File: config.mk
export PLATFORM = sky130hd
export DESIGN_NAME = program_loader
export DESIGN_NICKNAME = d
export VERILOG_FILES = /design/src/rtl/program_loader_pkg.sv /design/src/rtl/program_loader.sv
export SDC_FILE = /design/constraint.sdc
export NUM_CORES = 1
export LEC_CHECK = 0
export ABC_AREA = 0
export BUFFER_PORTS_ARGS = -buffer_cell sky130_fd_sc_hd__buf_2
export CORE_UTILIZATION = 45
export DETAILED_ROUTE_END_ITERATION = 8
export PLACE_DENSITY = 0.73
export SLEW_MARGIN = 10
export SYNTH_ARGS = -nofsm -noshare
export SYNTH_HDL_FRONTEND = slang
export SYNTH_SLANG_ARGS = --single-unit
File: constraint.sdc
create_clock -name clk -period 3 [get_ports clk]
set_clock_uncertainty 0.05 [all_clocks]
set_input_delay 0.6 -clock clk [delete_from_list [all_inputs] [get_ports clk]]
set_output_delay 0.6 -clock clk [all_outputs]
set_load 0.05 [all_outputs]
File: src/rtl/program_loader_pkg.sv
// ============================================================================
//  Module      : program_loader_pkg
//  Description : Shared state encoding and header limits for program_loader.
//  Revision    : 1.0 - initial release
// ============================================================================
`default_nettype none

package program_loader_pkg;

    typedef enum logic [2:0] {
        ST_IDLE  = 3'd0,
        ST_LOAD  = 3'd1,
        ST_START = 3'd2,
        ST_DONE  = 3'd3,
        ST_ERROR = 3'd4
    } state_t;

    localparam logic [31:0] IM_DEPTH = 32'd256;
    localparam logic [31:0] MIN_HDR  = 32'd1;
    localparam logic [31:0] MAX_HDR  = 32'd256;

endpackage

`default_nettype wire

File: src/rtl/program_loader.sv
// ============================================================================
//  Module      : program_loader
//  Description : Streams a header-prefixed program into instruction memory,
//                then releases the processor with a one-cycle start pulse.
//  Revision    : 1.0 - initial release
// ============================================================================
`default_nettype none

module program_loader
    import program_loader_pkg::*;
#(
    parameter int reg_width = 12,
    parameter int Im_width  = 8
) (
    input  logic                clk,
    input  logic                reset,
    input  logic [reg_width-1:0] in_data,
    input  logic                in_valid,
    output logic                in_ready,
    input  logic                reload,
    output logic [Im_width-1:0] im_address,
    output logic [reg_width-1:0] im_data,
    output logic                im_wren,
    output logic                start,
    output logic                cpu_hold,
    output logic                error,
    output logic [Im_width:0]   words_loaded
);

    state_t              state;
    state_t              state_next;
    logic                ready_en;
    logic [Im_width:0]   addr;
    logic [Im_width:0]   target;
    logic [Im_width:0]   addr_inc;
    logic [31:0]         hdr_val;
    logic                can_accept;
    logic                xfer;
    logic                hdr_ok;
    logic                last_word;

    // ready_en keeps in_ready low until the first edge after reset release
    assign can_accept = ready_en && !reload && (state == ST_IDLE || state == ST_LOAD);
    assign xfer       = in_valid && can_accept;
    assign hdr_val    = 32'(in_data);
    assign hdr_ok     = (hdr_val >= MIN_HDR) && (hdr_val <= MAX_HDR);
    assign addr_inc   = addr + {{Im_width{1'b0}}, 1'b1};
    assign last_word  = (addr_inc == target);

    always_ff @(posedge clk or posedge reset) begin
        if (reset) begin
            state <= ST_IDLE;
        end else begin
            state <= state_next;
        end
    end

    always_comb begin
        state_next = state;
        in_ready   = can_accept;
        cpu_hold   = (state != ST_DONE);
        error      = (state == ST_ERROR);
        if (reload) begin
            state_next = ST_IDLE;
        end else begin
            case (state)
                ST_IDLE:  if (xfer) state_next = hdr_ok ? ST_LOAD : ST_ERROR;
                ST_LOAD:  if (xfer && last_word) state_next = ST_START;
                ST_START: state_next = ST_DONE;
                default:  state_next = state;
            endcase
        end
    end

    always_ff @(posedge clk or posedge reset) begin
        if (reset) begin
            ready_en     <= 1'b0;
            addr         <= '0;
            target       <= '0;
            im_wren      <= 1'b0;
            im_address   <= '0;
            im_data      <= '0;
            start        <= 1'b0;
            words_loaded <= '0;
        end else begin
            ready_en <= 1'b1;
            im_wren  <= 1'b0;
            // start lands one cycle after START, i.e. after the last write is visible
            start    <= (state == ST_START) && !reload;
            if (reload) begin
                words_loaded <= '0;
            end else if (xfer && state == ST_IDLE) begin
                if (hdr_ok) begin
                    target       <= in_data[Im_width:0];
                    addr         <= '0;
                    words_loaded <= '0;
                end
            end else if (xfer && state == ST_LOAD) begin
                im_wren      <= 1'b1;
                im_address   <= addr[Im_width-1:0];
                im_data      <= in_data;
                addr         <= addr_inc;
                words_loaded <= words_loaded + {{Im_width{1'b0}}, 1'b1};
            end
        end
    end

endmodule

`default_nettype wire

==> metrics list <==
- For this design the top-level I/O count stands at 50.
- Post-layout util: 0.541
- Total power for the finished layout comes to between 2 and 2.5 mW.
- Wl on met1: 2.68 mm
- Number of violations reported at the end of detailed-routing iteration 0: around 140
- Pin count of the biggest net entering global routing: 36
- Die area: approximately 6100 µm²
- Once placement finished, the instance area stood at 2920 µm².
* Wirelength, routed: ~5.6 mm
* Netlist area before placement: around 2600 µm²
- For this run, the detailed router's first-pass iteration total came to 4.
* Synth warnings: 0
- Wire length on met3: about 230 µm
- Layout cells sized above 1: 0.253
* Pwr Density: approximately 800 nW/µm²
- Status: complete, no violations
* Switch Pwr: about 1.1 mW
* Internal power: roughly 1.3 mW
- HPWL after detailed placement: between 4 and 5 mm
- For this run, the total global-route usage over all layers was measured as 0.209.
- Starting density of the core: 0.470
- Net Count, Synth: roughly 290
* Post-CTS resize count: 0
- TritonCTS built the clock tree.
- Clock-pin slew was measured on the worst setup and hold paths at 100 ps.
- After layout, the worst setup slack is between 700 and 800 ps.
* Clock power share: 0.175
* Count of maximum capacitance violations: 0
- Clock latency on the worst-skew pair: just over 300 ps
- Post-route setup TNS: 0 ps
* Period utilization: 0.759
* Worst r2r path cells: 5
- Global-route wire length before repair: 9.93 mm
* Mean instance size in the synthesized netlist: roughly 9.5 µm²
- Number of nets in the layout: ~340
* Die boundary width: between 70 and 80 µm
- Maximum operating frequency: between 400 and 500 MHz
- The worst register-to-register path ends at target[8]$_DFFE_PP0P_.
- VDD sags by at most roughly 490 µV.
- After floorplanning, the core was divided into 27 placement rows.
- Of the synthesized area, sequential elements account for 0.506.
- The cell count after synthesis came out at 275.
- Timing analysis after detailed placement gives a worst setup slack of slightly below 400 ps.
- Summed over all layers, the global routing overflow is 0.
* Number of cells after detailed placement: just under 400
- Setup repair after global routing left no endpoint under its margin.
* Sequential Power Share: 0.431
- After synthesis, the share of flip-flops with an asynchronous set or reset is 1.00.
* Number of slew-limit violations in the final report: 0
- After filler insertion, the fill cell instance count of the layout stands at roughly 530.
- In the synthesized netlist the dominant register cell turns out to be dfrtp_1.
- Setup bufs post-CTS: 0
- RePlAce Congestion: ~0.79
- Across all layers, the routed design uses 2125 vias.
* Post-DRT Antenna Nets: 0
- From synthesis to final layout, the design area changed by 15.2%.
- Number of antenna violations at the first check in global routing: 0
- The tree is rooted in a clkbuf_8.
* Switching power as a share of total power: 0.449
- The critical path is of the in -> reg type.
* Core region area: around 5600 µm²
* Non-filler cells, final: a little under 400
- After routing the design area is a little over 3000 µm².
- Setup violations remaining at the end of the flow were counted as 0.
- Input and output buffers added on the ports amount to approximately 50.
- Number of library cell types mapped by synthesis: 50
- Max clock buf depth: 2
- # H-tree levels: 2
* Number of clock sinks seen by CTS: between 50 and 60
- Dividing the detail-routed wire length by the instance count gives ~14 µm.
- The tightest min-delay check is of the in -> async type.
* Antenna diode count: 0
* Critical path required time: roughly 3200 ps
* Critical path endpoint category: flop
- Register-to-register path setup slack: around 810 ps
- Number of endpoints with negative hold slack in the final report: 0
- Headroom to the max-slew limit came out at 0.604.
- Slew @ Worst Pin: slightly below 600 ps
- In the detailed route, the total length drawn on met2 is ~2.6 mm.
* Highest routing layer actually used: met4
- Setup crit start kind: input port
* Drt drc: 0
* Largest fanout on the critical path: 10
- Hold_ws: 288 ps
* Leak: 1.55 nW
* Via count of the first global-routing pass: approximately 2100
* Die height: roughly 78 µm
* Gate power share: 0.394
- Via count normalized by instance count: ~5.4
* Post-layout minimum cycle time: around 2300 ps
* Number of enable-type register cells in the synthesized netlist: 0
- For the worst setup path, the data arrival time is ~2400 ps.
- Count of hold-fix buffers inserted at cts: 0
- TritonCTS buffer count: 5
- Counting flops and latches in the post-synthesis netlist gives 53.
* FF-to-FF Start: state[1]$_DFFE_PP0P_
## worst max path at each step
stage	slack [ps]	from	endpoint
2_1_floorplan	810	reload	target[0]$_DFFE_PP0P_
3_3_place_gp	480	in_data[2]	target[3]$_DFFE_PP0P_
3_5_place_dp	390	in_data[2]	target[2]$_DFFE_PP0P_
4_1_cts	720	in_data[2]	target[0]$_DFFE_PP0P_
5_1_grt	550	in_data[2]	target[4]$_DFFE_PP0P_
6_report	720	in_data[2]	target[8]$_DFFE_PP0P_
## layout by cell type, fill, tap and decap left out, drive strengths merged, types with 2 or more instances in the layout
cell,n
mux2i,2
dfrtp,53
nor3,6
xor2,5
ha,2
nand3,9
inv,6
and3,2
clkbuf,5
nand2,76
or2,4
nor2b,3
nor2,13
a21o,3
or3,2
xnor2,10
a31oi,8
o22ai,3
o21ai,10
mux2,9
buf,55
nand4,3
nor4,5
a21oi,7
## layer usage
layer / up-vias / track usage
met2: 44 / 0.328
li1: 1040 / -
met3: 8 / 0.0442
met5: - / 0
met1: 1033 / 0.279
met4: 0 / 0.0889
## critical path: stages
cell and delay, ps:
buf_2 120, nor4_1 410, a21boi_0 290, nor4_4 410, buf_4 250, mux2_2 350
## cells in the mapped netlist, types with 3 or more instances
cell,number,share of area
nand3_1,9,0.017
nor2_1,13,0.019
buf_2,4,0.0076
a31oi_1,8,0.019
clkbuf_1,7,0.010
inv_1,5,0.0072
mux2_2,9,0.039
xor2_1,5,0.017
a21oi_1,7,0.013
xnor2_1,10,0.033
nand2_1,76,0.11
dfrtp_1,53,0.51
nor2b_1,3,0.0072
a21o_1,3,0.0086
or2_2,4,0.0095
o21ai_0,10,0.019
nor3_1,5,0.0095
nor4_1,4,0.0095
o22ai_1,3,0.0072
## cell type report
| type | count | area [µm²] | area share |
|---|---|---|---|
| clock inverter | 3 | 25.0 | 0.00829 |
| sequential | 53 | 1330 | 0.439 |
| inverter | 5 | 18.8 | 0.00622 |
| multi-input combinational | 203 | 1200 | 0.397 |
| tap | 72 | 90.1 | 0.0299 |
| timing repair buffer | 55 | 290 | 0.0962 |
| clock buffer | 5 | 68.8 | 0.0228 |
## cell families after synthesis
logic type	share of synthesized area
other	0.00143
xor gates and xnor gates	0.0501
DFF	0.506
buffers and inverters	0.0363
adders and majority gates	0.00955
muxes	0.0463
AOI/OAI and AO/OA	0.106
and+or+nand+nor	0.245
## registers in the layout, indices dropped and copies added (netlist names), 3 cells and up
signal	flops
im_data	12
addr	9
target	9
words_loaded	9
im_address	8
state	3
## power by group through the flow
stage	logic [mW]	registers [mW]	clock network, mW
floorplan	0.394	1.37	0
global placement	0.932	1.04	0
detailed placement	0.952	1.04	0
CTS	0.951	1.03	0.428
global route	1.02	1.06	0.452
finish	0.944	1.03	0.420
(Power assumes the default switching activity.)
